===== config.mk =====
export PLATFORM = sky130hd
export DESIGN_NAME = adat_frame_scheduler
export DESIGN_NICKNAME = d
export VERILOG_FILES = /design/src/rtl/adat_frame_scheduler.sv
export SDC_FILE = /design/constraint.sdc
export NUM_CORES = 1
export LEC_CHECK = 0
export CAP_MARGIN = 0
export CORE_MARGIN = 1
export CORE_UTILIZATION = 45
export CTS_BUF_LIST = sky130_fd_sc_hd__clkbuf_4
export DETAILED_ROUTE_END_ITERATION = 10
export PLACE_DENSITY_LB_ADDON = 0.2
export SYNTH_ARGS = -nofsm -noshare
export SYNTH_HDL_FRONTEND = slang
export SYNTH_SLANG_ARGS = --single-unit

===== constraint.sdc =====
create_clock -name i_clk -period 35.5 [get_ports i_clk]
set_input_delay 8.875 -clock i_clk [delete_from_list [all_inputs] [get_ports i_clk]]
set_output_delay 8.875 -clock i_clk [all_outputs]
set_load 0.01 [all_outputs]

===== src/rtl/adat_frame_scheduler.sv =====
// ADAT frame scheduler: double-buffers decoded 8-slot frames and drains them as
// one sample per valid/ready beat, de-interleaving S/MUX slots into channel order.
//
// state    | meaning
// ---------+---------------------------------------------------------------
// ST_IDLE  | no beat presented; waiting for a full buffer or a capture
// ST_DRAIN | presenting beats of buffer cur_q, beat index beat_q
// ST_HOLD  | lock lost with a beat pending; last beat held until accepted
module adat_frame_scheduler #(
    parameter int WIDTH = 24,
    parameter int SLOTS = 8
) (
    input  logic             i_clk,
    input  logic             i_rst,
    input  logic [WIDTH-1:0] i_channels [0:7],
    input  logic [3:0]       i_user,
    input  logic [1:0]       i_sample_rate,
    input  logic             i_valid,
    input  logic             i_locked,
    output logic [WIDTH-1:0] o_data,
    output logic [2:0]       o_chan,
    output logic [3:0]       o_user,
    output logic [1:0]       o_rate,
    output logic             o_last,
    output logic             o_eof,
    output logic             o_valid,
    input  logic             i_ready,
    output logic             o_overrun,
    input  logic             i_clear,
    output logic             o_flush
);

    typedef enum logic [1:0] {
        ST_IDLE  = 2'd0,
        ST_DRAIN = 2'd1,
        ST_HOLD  = 2'd2
    } state_t;

    localparam logic [2:0] BEAT_LAST = 3'(SLOTS - 1);

    state_t           state_q;
    state_t           state_d;

    logic [WIDTH-1:0] buf_a [0:7];
    logic [WIDTH-1:0] buf_b [0:7];
    logic [3:0]       user_a;
    logic [3:0]       user_b;
    logic [1:0]       rate_a;
    logic [1:0]       rate_b;
    logic             full_a;
    logic             full_b;

    logic             cur_q;
    logic [2:0]       beat_q;
    logic             lock_q;

    logic             accept;
    logic             lock_fall;
    logic             last_acc;
    logic             other_full;
    logic             release_a;
    logic             release_b;
    logic             free_a;
    logic             free_b;
    logic             cap_req;
    logic             cap_a;
    logic             cap_b;
    logic             overrun_set;
    logic             hold_enter;
    logic             discard;
    logic             have_frame;

    logic             load;
    logic             nxt_cur;
    logic [2:0]       nxt_beat;
    logic             nxt_valid;

    logic             src_in;
    logic [1:0]       src_rate;
    logic [3:0]       src_user;
    logic [2:0]       src_slot;
    logic [WIDTH-1:0] src_data;

    // Beat k of a frame maps to slot chan*S + k/N, with N = 8/S channels per instant.
    function automatic logic [2:0] beat_slot(input logic [1:0] rate, input logic [2:0] k);
        case (rate)
            2'd1:    beat_slot = {k[1:0], k[2]};
            2'd2:    beat_slot = {k[0], k[2:1]};
            default: beat_slot = k;
        endcase
    endfunction

    function automatic logic [2:0] beat_chan(input logic [1:0] rate, input logic [2:0] k);
        case (rate)
            2'd1:    beat_chan = {1'b0, k[1:0]};
            2'd2:    beat_chan = {2'b00, k[0]};
            default: beat_chan = k;
        endcase
    endfunction

    function automatic logic beat_last(input logic [1:0] rate, input logic [2:0] k);
        case (rate)
            2'd1:    beat_last = (k[1:0] == 2'd3);
            2'd2:    beat_last = k[0];
            default: beat_last = 1'b1;
        endcase
    endfunction

    assign accept      = o_valid && i_ready;
    assign lock_fall   = lock_q && !i_locked;
    assign last_acc    = (state_q == ST_DRAIN) && accept && (beat_q == BEAT_LAST);
    assign other_full  = cur_q ? full_a : full_b;
    assign release_a   = last_acc && !cur_q;
    assign release_b   = last_acc && cur_q;
    // A buffer freed by this cycle's final handshake can take this cycle's frame.
    assign free_a      = !full_a || release_a;
    assign free_b      = !full_b || release_b;
    assign cap_req     = i_valid && i_locked && (state_q != ST_HOLD);
    assign cap_a       = cap_req && free_a;
    assign cap_b       = cap_req && !free_a && free_b;
    assign overrun_set = cap_req && !free_a && !free_b;
    assign hold_enter  = (state_q == ST_DRAIN) && lock_fall && !i_ready;
    assign discard     = ((state_q != ST_HOLD) && lock_fall && (!o_valid || i_ready))
                       || ((state_q == ST_HOLD) && accept);
    assign have_frame  = full_a || full_b || cap_a;

    always_ff @(posedge i_clk or negedge i_rst) begin
        if (!i_rst) begin
            state_q <= ST_IDLE;
        end else begin
            state_q <= state_d;
        end
    end

    always_comb begin
        state_d = state_q;
        case (state_q)
            ST_IDLE: begin
                if (!discard && have_frame) begin
                    state_d = ST_DRAIN;
                end
            end
            ST_DRAIN: begin
                if (discard) begin
                    state_d = ST_IDLE;
                end else if (hold_enter) begin
                    state_d = ST_HOLD;
                end else if (last_acc && !other_full) begin
                    state_d = ST_IDLE;
                end
            end
            ST_HOLD: begin
                if (discard) begin
                    state_d = ST_IDLE;
                end
            end
            default: state_d = ST_IDLE;
        endcase
    end

    always_comb begin
        load      = 1'b0;
        nxt_cur   = cur_q;
        nxt_beat  = beat_q;
        nxt_valid = o_valid;
        case (state_q)
            ST_IDLE: begin
                if (!discard && have_frame) begin
                    load      = 1'b1;
                    nxt_cur   = !full_a && full_b;
                    nxt_beat  = 3'd0;
                    nxt_valid = 1'b1;
                end
            end
            ST_DRAIN: begin
                if (discard) begin
                    nxt_valid = 1'b0;
                end else if (accept) begin
                    if (beat_q != BEAT_LAST) begin
                        load     = 1'b1;
                        nxt_beat = beat_q + 3'd1;
                    end else if (other_full) begin
                        load     = 1'b1;
                        nxt_cur  = !cur_q;
                        nxt_beat = 3'd0;
                    end else begin
                        nxt_valid = 1'b0;
                    end
                end
            end
            ST_HOLD: begin
                if (discard) begin
                    nxt_valid = 1'b0;
                end
            end
            default: nxt_valid = 1'b0;
        endcase
    end

    // A load with both buffers empty can only be the frame arriving this cycle,
    // so beat 0 is taken straight from the receiver to meet one-cycle latency.
    always_comb begin
        src_in   = !full_a && !full_b;
        src_rate = nxt_cur ? rate_b : rate_a;
        src_user = nxt_cur ? user_b : user_a;
        if (src_in) begin
            src_rate = i_sample_rate;
            src_user = i_user;
        end
        src_slot = beat_slot(src_rate, nxt_beat);
        if (src_in) begin
            src_data = i_channels[src_slot];
        end else if (nxt_cur) begin
            src_data = buf_b[src_slot];
        end else begin
            src_data = buf_a[src_slot];
        end
    end

    always_ff @(posedge i_clk or negedge i_rst) begin
        if (!i_rst) begin
            cur_q     <= 1'b0;
            beat_q    <= 3'd0;
            lock_q    <= 1'b0;
            full_a    <= 1'b0;
            full_b    <= 1'b0;
            o_data    <= '0;
            o_chan    <= 3'd0;
            o_user    <= 4'd0;
            o_rate    <= 2'd0;
            o_last    <= 1'b0;
            o_eof     <= 1'b0;
            o_valid   <= 1'b0;
            o_overrun <= 1'b0;
            o_flush   <= 1'b0;
        end else begin
            lock_q  <= i_locked;
            o_flush <= discard;
            o_valid <= nxt_valid;
            if (load) begin
                cur_q  <= nxt_cur;
                beat_q <= nxt_beat;
                o_data <= src_data;
                o_chan <= beat_chan(src_rate, nxt_beat);
                o_last <= beat_last(src_rate, nxt_beat);
                o_eof  <= (nxt_beat == BEAT_LAST);
                o_user <= src_user;
                o_rate <= src_rate;
            end
            if (discard) begin
                full_a <= 1'b0;
                full_b <= 1'b0;
            end else begin
                if (cap_a) begin
                    full_a <= 1'b1;
                end else if (release_a) begin
                    full_a <= 1'b0;
                end
                if (cap_b) begin
                    full_b <= 1'b1;
                end else if (release_b) begin
                    full_b <= 1'b0;
                end
            end
            if (overrun_set) begin
                o_overrun <= 1'b1;
            end else if (i_clear) begin
                o_overrun <= 1'b0;
            end
        end
    end

    always_ff @(posedge i_clk) begin
        if (cap_a) begin
            for (int i = 0; i < 8; i++) begin
                buf_a[i] <= i_channels[i];
            end
            user_a <= i_user;
            rate_a <= i_sample_rate;
        end
        if (cap_b) begin
            for (int i = 0; i < 8; i++) begin
                buf_b[i] <= i_channels[i];
            end
            user_b <= i_user;
            rate_b <= i_sample_rate;
        end
    end

endmodule

# Word level (Yosys, flattened, before mapping)
# Memory sizes are Yosys's and may differ from the RTL's.
# Cells that the tools add are included.
# word_totals
register_bits,59
latch_bits,0
mem_bits_rw,384
rom_bits,0
in_bits,204
out_inout_bits,38
memories,2
# op_classes
n_addsub,1
mul,0
div,0
magnitude_cmp,1
n_eq_ne,15
n_shift,0
muxes,56
n_bitwise,1
n_reduce_logical,43
# mem_list
memory,depth,width,read_ports,rd_clocked_by_memory_dff,write_ports,line_no,rtl
buf_a,8,24,1,0,8,44,logic [WIDTH-1:0] buf_a [0:7];
buf_b,8,24,1,0,8,45,logic [WIDTH-1:0] buf_b [0:7];
# op_table
operator,n
$mux W24,4
$bmux W24 S3,1
$mux W1,29
$logic_and A1 B1 Y1,21
$pmux W3 S2,3
$mux W3,5
$mux W2,7
$ne A3 B3 Y1 const B,4
$logic_not A1 Y1,10
$mux W4,2
$eq A2 B2 Y1 const B,3
$eq A3 B3 Y1 const B,2
$logic_or A1 B1 Y1,6
$ne A2 B2 Y1 const B,3
$pmux W1 S2,3
$pmux W2 S3,1
$reduce_bool A3 Y1,2
$reduce_and A5 Y1,1
$eq A2 B1 Y1 const B,2
$ge A4 B4 Y1 const B,1
$ne A4 B3 Y1 const B,1
$not A3 Y4,1
$add A3 B1 Y3 const B,1
$pmux W1 S3,1
3 further kinds,3

# Longest topological paths before layout
# Gate-level depths: netlist (run 1).
# depth
ltp_word,19
depth_mapped,24
mapped_depth_nobuf,17

# Least setup slack after synthesis (run 1)
# No wires, ideal clock.
# synth_path
path_type,input to register
startpoint,input i_ready
endpoint,"memory buf_a[0][0], enable pin"
arrival_ps,19019
setup_slack_ps,15659
cell_stages,5
n_path_buf,0
path_cell_list,nand2_1 > nor2_1 > nand2_1 > or2_2 > a21oi_1
# synth_lines
item,line_no,rtl
"start, declared",27,"input logic i_ready,"
"end, declared",44,

# Worst setup path after layout (run 1)
# layout_path
startpoint,input i_locked
endpoint,register o_data[20]
# layout_via
elab_chain_len,18
# layout_lines
item,line_no,rtl
"start, declared",19,"input logic i_locked,"
$logic_not A1 Y1,110,assign lock_fall = lock_q && !i_locked;
$logic_and A1 B1 Y1,110,
$logic_and A1 B1 Y1 (2 in series),123,assign discard = ((state_q != ST_HOLD) && lock_fall && (!o_valid || i_ready))
$logic_or A1 B1 Y1,124,|| ((state_q == ST_HOLD) && accept);
$logic_not A1 Y1,168,if (!discard && have_frame) begin
$logic_and A1 B1 Y1,168,
$mux W1,168,
$pmux W1 S2 *,166,case (state_q)
$mux W2 *,204,src_rate = nxt_cur ? rate_b : rate_a;
$mux W2 *,206,if (src_in) begin
net src_rate[1],79,logic [1:0] src_rate;
$eq A2 B2 Y1 or $eq A2 B1 Y1 (tied branches),86,case (rate)
$pmux W3 S2 *,86,
$not A3 Y4 (implied by the code),212,src_data = i_channels[src_slot];
$bmux W24 S3,212,
$mux W24 (implied by the code) (2 in series),212,
$mux W24 *,211,if (src_in) begin
"end signal, assigned",243,o_data <= src_data;
"end, declared",20,"output logic [WIDTH-1:0] o_data,"
# The timed path passes the listed nets; every way through them passes the cells marked *. The select of a mux whose other input is x is not followed.
# A chain may end at the register's enable or synchronous reset.

==> flow_summary.ini, run 1 <==
[run_status]
status = completed

[clock_network]
cts_htree_levels = 3
cts_hold_buf = 0
clkTransAtPathRegs_ns = 0.07
cts-root-buf = clkbuf_4
ctsLongestPathBuffers = 3
cts_num_sinks = 442
cts_tree = built
post_cts_buffers = 0
cts_resized = 0
numCtsBuffers = 113
clk_latency_ns = 0.80

[floorplan]
core_um2 = 42100
num_rows = 75
dieArea_um2 = 43700
io_pins = 242
die_x_um = 209
start_util_pct = 45.8
die_y_um = 209

[timing]
fin_crit_sh_pct = 39.0
tightest_slew_ns = 1.18
finalHoldViolations = 0
finalClockSkew_ns = 0.0481
slew_viol_final = 0
period_minus_slack_ns = 13.86
setup_viol = 0
max-slew-margin-rel_pct = 21.0
hold_slack_ns = 0.477
rsz0062_at_grt = false
max_freq_ghz = 0.0721
finalSetupTns_ns = 0

[synthesis]
synth_area_leaders = edfxtp_1 62%, mux2i_1 7.3%, dfrtp_1 6.0%
syn_area_um2 = 19300
yosys.area_share.simple_pct = 10.7
synthMuxAreaShare_pct = 8.95
synth_top_family_by_area = simple AND/OR/NAND/NOR gates
synth_fp_nets = 1613
synth.largest_area_cell = edfxtp_1
synth_compound_area_share_pct = 9.88
synthCells = 1405
ys.warnings.count = 0
synthAdderAreaFrac_pct = 0.259
ys.flop_type = edfxtp_1
syn_avg_cell_area_um2 = 13.7
async_reset_ff_share_pct = 10.4
synth_edf_count = 396
seq_area_frac_synth_pct = 67.6
synth.lib_cells_used.distinct = 69
synth_top_area_share_pct = 61.6
synth-seq-cells = 442
synth_xor_area_share_pct = 0

[worst_setup_path]
cp.required_ns = 36.17
path_class = in -> reg
critPathMaxStageDelay_ns = 0.91
crit_slowest_cell = nor2_4
startpoint_type = input pin
endpoint_kind = flop
cp.arrival_ns = 14.53
crit_chain = clkdlybuf4s50_1, nor2b_1, a211oi_1, nand2_1, a32o_1, buf_4, mux2i_1, nor2_1, a21oi_1, inv_1, ha_1, nor2b_1, and3_1, or3_4, buf_4, nor2_4, a221oi_1, a221oi_2, o22ai_1
cp_max_fo = 55

[final_layout]
final_net_count = 1891
fin_area_um2 = 23700
area_growth_pct = 22.6
fin_cells = 2321
fillCellCount = 3477
drive_above_1_share_pct = 14.5

[placement]
dp.cells = 2107
dp_hpwl_mm = 32.7
post_dp_cell_area_um2 = 22100
place_congestion = 0.869
port_buffers = 241

[global_route]
grt_pass1_wl_mm = 80.6
antenna_found_initial = 1
grt_pass1_vias = 13500
grt_max_degree = 195
grt_usage_pct = 24.5
overflow = 0

[run]
cap_violations = 0

[power_and_ir_drop]
peakVddDrop_uv = 108
power_density_nw_per_um2 = 82.8
cellLeakagePower_nw = 8.63
power_mw = 1.96

[routing]
drt.antenna.violating_nets = 0
wire_per_inst_um = 23.1
drt_iter0_markers = 1353
dr_total_vias = 13600
drt_wl_total_mm = 53.6
dr.pass1.iters = 5
drc = 0
routed_via_density = 5.85

[min_path]
hold_path_class = reg -> reg
worst paths after layout:
check                                           start                     end  slack (ns)  cells after the start
worst max register to register     full_b$_DFFE_PN0P_  o_data[20]$_DFFE_PN0P_       29.42                     18
worst min register to register  o_user[3]$_DFFE_PN0P_   o_user[3]$_DFFE_PN0P_        0.48                      2
worst max-delay path                         i_locked  o_data[20]$_DFFE_PN0P_       21.64                     19
worst min-delay path            o_user[3]$_DFFE_PN0P_   o_user[3]$_DFFE_PN0P_        0.48                      2
max in group asynchronous                       i_rst  o_data[16]$_DFFE_PN0P_       26.69                      2
min in group asynchronous                       i_rst       o_flush$_DFF_PN0_        8.25                      2
logic make-up (layout without fill, tap and decap cells):
group,count (synthesis),after routing
buf+inv,98,474
compound gates,254,254
flops,442,442
mux,155,155
simple gates,452,452
other cells,0,1
fa+ha+maj,4,4
cell usage in the layout, fill, tap and decap left out, types with 6 or more instances in the layout:
| cell type | n |
|---|---|
| a2111o_1 | 6 |
| a211o_1 | 6 |
| a211oi_1 | 26 |
| a21oi_1 | 57 |
| a22oi_1 | 26 |
| a2bb2oi_1 | 10 |
| a311oi_1 | 10 |
| a31oi_1 | 11 |
| a32o_1 | 9 |
| a32oi_1 | 27 |
| and3_1 | 13 |
| buf_4 | 12 |
| clkbuf_4 | 189 |
| clkdlybuf4s50_1 | 240 |
| clkinv_1 | 15 |
| dfrtp_1 | 46 |
| edfxtp_1 | 396 |
| mux2i_1 | 141 |
| mux4_2 | 14 |
| nand2_1 | 252 |
| nand2b_1 | 6 |
| nand3_1 | 66 |
| nand4_1 | 6 |
| nor2_1 | 44 |
| nor2b_1 | 12 |
| nor4_1 | 23 |
| o2111ai_1 | 6 |
| o21ai_0 | 14 |
| o221ai_1 | 10 |
layer usage:
| metal | routed length (um) | track usage [%] | up-vias |
|---|---|---|---|
| li1 | - | - | 6084 |
| met1 | 22100 | 33.3 | 6723 |
| met2 | 25900 | 39.4 | 675 |
| met3 | 4280 | 4.33 | 104 |
| met4 | 1440 | 9.10 | 0 |
| met5 | 0 | 0 | - |
worst max-delay path: cells and delay by family:
family / cells / cell delay (ns)
AND/OR/NAND/NOR: 7 / 2.33
adder cells (fa/ha/maj): 1 / 0.47
AO/OA/AOI/OAI: 6 / 1.30
buffers and inverters: 4 / 1.30
multiplexers: 1 / 0.23
Yosys cell counts, drive strengths merged (3+ instances only):
master and instances:
and3 15, o21ai 16, a2111o 6, a21boi 3, a22oi 26, clkbuf 39
o221ai 12, o211ai 4, inv 5, a32oi 27, a21oi 59, a2bb2oi 10
a32o 9, nand3 70, nor2b 12, buf 54, and2 5, a211o 6
a311oi 10, dfrtp 46, o311ai 3, nand4 6, a211oi 26, edfxtp 396
mux2i 141, nor2 50, mux4 14, a31oi 11, o2111ai 6, ha 4
nor3 3, nor4 23, nand2 255, nand2b 6
state kept, by name, indices dropped and copies added, names as in the netlist, 2 cells and up:
signal	cells
user_a	4
rate_a	2
o_data	24
o_user	4
buf_b	192
buf_a	192
o_chan	3
rate_b	2
o_rate	2
user_b	4
beat_q	2
state_q	2
power by group:
group	leakage [nW]	switching, mW	internal, mW
Combinational	3.53	0.530	0.308
Sequential	4.17	0.0319	0.638
Clock	0.940	0.205	0.246
stage by stage:
stage          utilization (%)  worst slack (ns)
3_3_place_gp              52.5             21.16
5_1_grt                   56.1             21.37
2_1_floorplan                -             15.66
4_1_cts                   56.1             21.81
6_report                  56.1             21.64
3_5_place_dp              52.5             20.97
final cells by class:
class                           count  area, um^2  share of cell area (%)
Antenna cell                        1        2.50                  0.0106
Tap cell                          539         674                    2.85
Clock buffer                      189        1420                    6.00
Multi-Input combinational cell    865        5810                    24.6
Sequential cell                   442       13000                    55.1
Clock inverter                     24         125                   0.529
Inverter                            5        18.8                  0.0793
Timing Repair Buffer              256        2560                    10.8
(Power assumes the default switching activity.)
==> run 2, diff against run 1 <==
clock period = 11.4 ns   (was 35.5 ns; I/O delays follow)
==> flow_summary.ini, run 2 (synthesized netlist as in run 1, its figures left out) <==
[placement]
dp.cells = 2106
dp_hpwl_mm = 33.1
post_dp_cell_area_um2 = 22100
port_buffers = 241
place_ws_ns = 2.79
place_congestion = 0.916

[run]
cap_violations = 0

[final_layout]
fillCellCount = 3485
final_common_cell = edfxtp_1
post-route-util_pct = 56.1
area_growth_pct = 22.6
mostFrequentLayoutCells = 396 x edfxtp_1, 252 x nand2_1, 240 x clkdlybuf4s50_1
fin_area_um2 = 23600
fin_cells = 2313
final_net_count = 1889
drive_above_1_share_pct = 14.2
reg_top3 = buf_a (192), buf_b (192), o_data (24)

[power_and_ir_drop]
power_mw = 6.12
cellLeakagePower_nw = 8.60
power_density_nw_per_um2 = 259
peakVddDrop_uv = 288

[routing]
dr_total_vias = 13500
drt.antenna.violating_nets = 0
dr.pass1.iters = 6
wire_per_inst_um = 23.4
drt_iter0_markers = 1382
drc = 0
drt_wl_total_mm = 54.1
routed_via_density = 5.84

[worst_setup_path]
cp.required_ns = 12.09
startpoint_type = input pin
timing.rr.start = full_b$_DFFE_PN0P_
path_class = in -> reg
crit_chain = clkdlybuf4s50_1, nor2b_1, a211oi_1, nand2_1, a32o_1, buf_4, mux2i_1, nor2_1, a21oi_1, inv_1, ha_1, nor2b_1, and3_1, or3_4, buf_4, nor2_4, a221oi_1, a221oi_2, o22ai_1
crit_slowest_cell = nor2_4
cp-startpoint = i_locked
critPathMaxStageDelay_ns = 0.83
cp.arrival_ns = 8.57
cp_max_fo = 34
endpoint_kind = flop

[global_route]
antenna_found_initial = 4
grt_max_degree = 171
grt_pass1_wl_mm = 81.2
overflow = 0
grt_pass1_vias = 13400
grt_usage_pct = 24.9

[floorplan]
core_um2 = 42100
start_util_pct = 45.8
io_pins = 242
dieArea_um2 = 43700
num_rows = 75
die_y_um = 209
die_x_um = 209

[timing]
period_minus_slack_ns = 7.88
setup_viol = 0
finalClockSkew_ns = 0.0571
fin_crit_sh_pct = 69.1
setup_slack_ns = 3.52
max_freq_ghz = 0.127
tightest_slew_ns = 1.09
hold_slack_ns = 0.478
finalSetupTns_ns = 0
max-slew-margin-rel_pct = 27.5
finalHoldViolations = 0
slew_viol_final = 0
rsz0062_at_grt = false

[clock_network]
numCtsBuffers = 112
clkTransAtPathRegs_ns = 0.06
cts_hold_buf = 0
cts_tree = built
clk_latency_ns = 0.86
cts-root-buf = clkbuf_4
post_cts_buffers = 0
ctsLongestPathBuffers = 3
cts_resized = 0
cts_num_sinks = 442
cts_htree_levels = 3

[run_status]
status = completed

[min_path]
hp-start = o_user[3]$_DFFE_PN0P_
hold_path_class = reg -> reg
## run 2: layout make-up
| cell class | count | area, um^2 | area share, % |
|---|---|---|---|
| Antenna cell | 8 | 20.0 | 0.0847 |
| Clock buffer | 181 | 1360 | 5.75 |
| Clock inverter | 18 | 155 | 0.656 |
| Inverter | 5 | 18.8 | 0.0794 |
| Multi-Input combinational cell | 865 | 5810 | 24.6 |
| Sequential cell | 442 | 13000 | 55.2 |
| Tap cell | 539 | 674 | 2.85 |
| Timing Repair Buffer | 255 | 2560 | 10.8 |
## run 2: critical path, delay by kind of cell
family / cells / cell delay (ns)
adders and majority gates: 1 / 0.44
muxes: 1 / 0.22
buffers and inverters: 4 / 1.26
AOI/OAI and AO/OA: 6 / 1.34
and+or+nand+nor: 7 / 2.41
## run 2: worst paths after layout
path | cells past startpoint | end | slack [ns]
worst max-delay path | 19 | o_data[20]$_DFFE_PN0P_ | 3.52
worst min-delay path | 2 | o_user[3]$_DFFE_PN0P_ | 0.48
worst max register to register | 18 | o_data[20]$_DFFE_PN0P_ | 5.34
worst min register to register | 2 | o_user[3]$_DFFE_PN0P_ | 0.48
max in group asynchronous | 2 | o_overrun$_DFFE_PN0P_ | 8.62
min in group asynchronous | 2 | o_data[11]$_DFFE_PN0P_ | 2.20
## run 2: power by group
| group | internal (mW) | switching [mW] |
|---|---|---|
| Combinational | 0.958 | 1.66 |
| Sequential | 1.99 | 0.0985 |
| Clock | 0.779 | 0.632 |
| Total | 3.72 | 2.39 |
## run 2: routing by layer
metal / track usage, % / part of all wire (%)
met1: 34.2 / 42
met2: 38.9 / 47
met3: 5.65 / 8.4
met4: 8.82 / 2.3
met5: 0 / 0
==> run 3, diff against run 2 <==
clock period = 8.2 ns   (was 11.4 ns; I/O delays follow)
==> flow_summary.ini, run 3 (synthesized netlist as in run 1, its figures left out) <==
[clock_network]
post_cts_buffers = 0
cts_hold_buf = 0
clk_latency_ns = 0.89
numCtsBuffers = 115
cts_resized = 0
clkTransAtPathRegs_ns = 0.07
cts_num_sinks = 442
cts_htree_levels = 3
cts_tree = built
cts-root-buf = clkbuf_4
ctsLongestPathBuffers = 3

[timing]
finalClockSkew_ns = 0.0537
max-slew-margin-rel_pct = 31.5
finalHoldViolations = 0
fin_crit_sh_pct = 81.8
period_minus_slack_ns = 6.71
hold_slack_ns = 0.474
rsz0062_at_grt = false
setup_viol = 0
tightest_slew_ns = 1.03
setup_slack_ns = 1.49
max_freq_ghz = 0.149
finalSetupTns_ns = 0
slew_viol_final = 0

[routing]
drt.antenna.violating_nets = 0
dr_total_vias = 13500
wire_per_inst_um = 23.3
routed_via_density = 5.76
dr.pass1.iters = 5
drc = 0
drt_iter0_markers = 1400
drt_wl_total_mm = 54.4

[global_route]
antenna_found_initial = 5
grt_pass1_vias = 13600
grt_pass1_wl_mm = 82.5
grt_usage_pct = 25.2
overflow = 0
grt_max_degree = 122

[floorplan]
die_y_um = 209
start_util_pct = 45.8
die_x_um = 209
dieArea_um2 = 43700
core_um2 = 42100
io_pins = 242
num_rows = 75

[worst_setup_path]
r2r-end = o_data[2]$_DFFE_PN0P_
critPathMaxStageDelay_ns = 0.58
path_delay_family = simple AND/OR/NAND/NOR gates
crit_slowest_cell = mux4_2
path_class = in -> reg
crit_chain = clkdlybuf4s50_1, nor2b_1, a211oi_1, nand2_1, a32o_1, mux2i_1, nor2_1, a21oi_1, inv_1, ha_1, nor2b_1, a21boi_2, nor3_4, buf_4, mux4_2, and3_1, nor4_1, a211oi_1
cp-startpoint = i_locked
endpoint_kind = flop
reg2regPathDepth = 17
crit_buf_inv = 3
cp_max_fo = 33
startpoint_type = input pin
timing.rr.start = full_b$_DFFE_PN0P_
reg2reg_slack_ns = 2.39
cp.arrival_ns = 7.44
cp.required_ns = 8.93

[final_layout]
reg_top3 = buf_a (192), buf_b (192), o_data (24)
mostFrequentLayoutCells = 396 x edfxtp_1, 252 x nand2_1, 240 x clkdlybuf4s50_1
final_common_cell = edfxtp_1
final_net_count = 1905
area_growth_pct = 23.5
fin_cells = 2340
drive_above_1_share_pct = 14.7

[placement]
place_congestion = 0.924
dp_hpwl_mm = 34.6
place_ws_ns = 0.692
port_buffers = 241
dp.cells = 2119

[min_path]
hold_end = o_user[3]$_DFFE_PN0P_
hold_depth = 2
hold_path_class = reg -> reg
hp-start = o_user[3]$_DFFE_PN0P_

[power_and_ir_drop]
power_mw = 8.66
peakVddDrop_uv = 306
cellLeakagePower_nw = 8.70
power_density_nw_per_um2 = 363

[run]
cap_violations = 0

[run_status]
status = completed
[run 3: final cells by class]
class | instances | area (um^2)
fillers | 3451 | 18300
flip-flops and latches | 442 | 13000
multi-input cells | 865 | 5810
repair buffers | 268 | 2670
clock buffers | 183 | 1370
well taps | 539 | 674
clock inverters | 35 | 221
inverters | 5 | 18.8
diodes | 3 | 7.51
[run 3: worst max-delay path by stage]
| stage | to | slack [ns] | cells past startpoint |
|---|---|---|---|
| floorplan | buf_b[0][0]$_DFFE_PP_ | 0.58 | 5 |
| global placement | o_data[15]$_DFFE_PN0P_ | 0.93 | 18 |
| detailed placement | o_data[2]$_DFFE_PN0P_ | 0.69 | 18 |
| CTS | o_data[2]$_DFFE_PN0P_ | 1.61 | 18 |
| global route | o_data[14]$_DFFE_PN0P_ | 0.98 | 18 |
| finish | o_data[2]$_DFFE_PN0P_ | 1.49 | 18 |
[run 3: tightest hold or removal path, stage by stage (launching register included)]
cell     delay, ns
dfrtp_1       0.34
nand2_1       0.04
o21ai_0       0.05
[run 3: where the power goes]
group	total, mW	internal, mW	switching [mW]
Combinational	3.73	1.37	2.36
Sequential	2.90	2.76	0.142
Clock	2.03	1.10	0.922
[run 3: routing by layer]
| layer | global-route usage (%) | routed length (um) | up-vias |
|---|---|---|---|
| li1 | - | - | 6129 |
| met4 | 9.58 | 1150 | 4 |
| met5 | 0 | 27 | - |
| met1 | 34.4 | 23200 | 6593 |
| met3 | 5.76 | 4530 | 81 |
| met2 | 39.3 | 25500 | 677 |
[run 3: per-stage QoR]
stage	area (um^2)	util (%)
6_report	23800	56.5
5_1_grt	23800	56.5
4_1_cts	23800	56.5
3_5_place_dp	22200	52.7
3_3_place_gp	22200	52.7
2_1_floorplan	19300	-
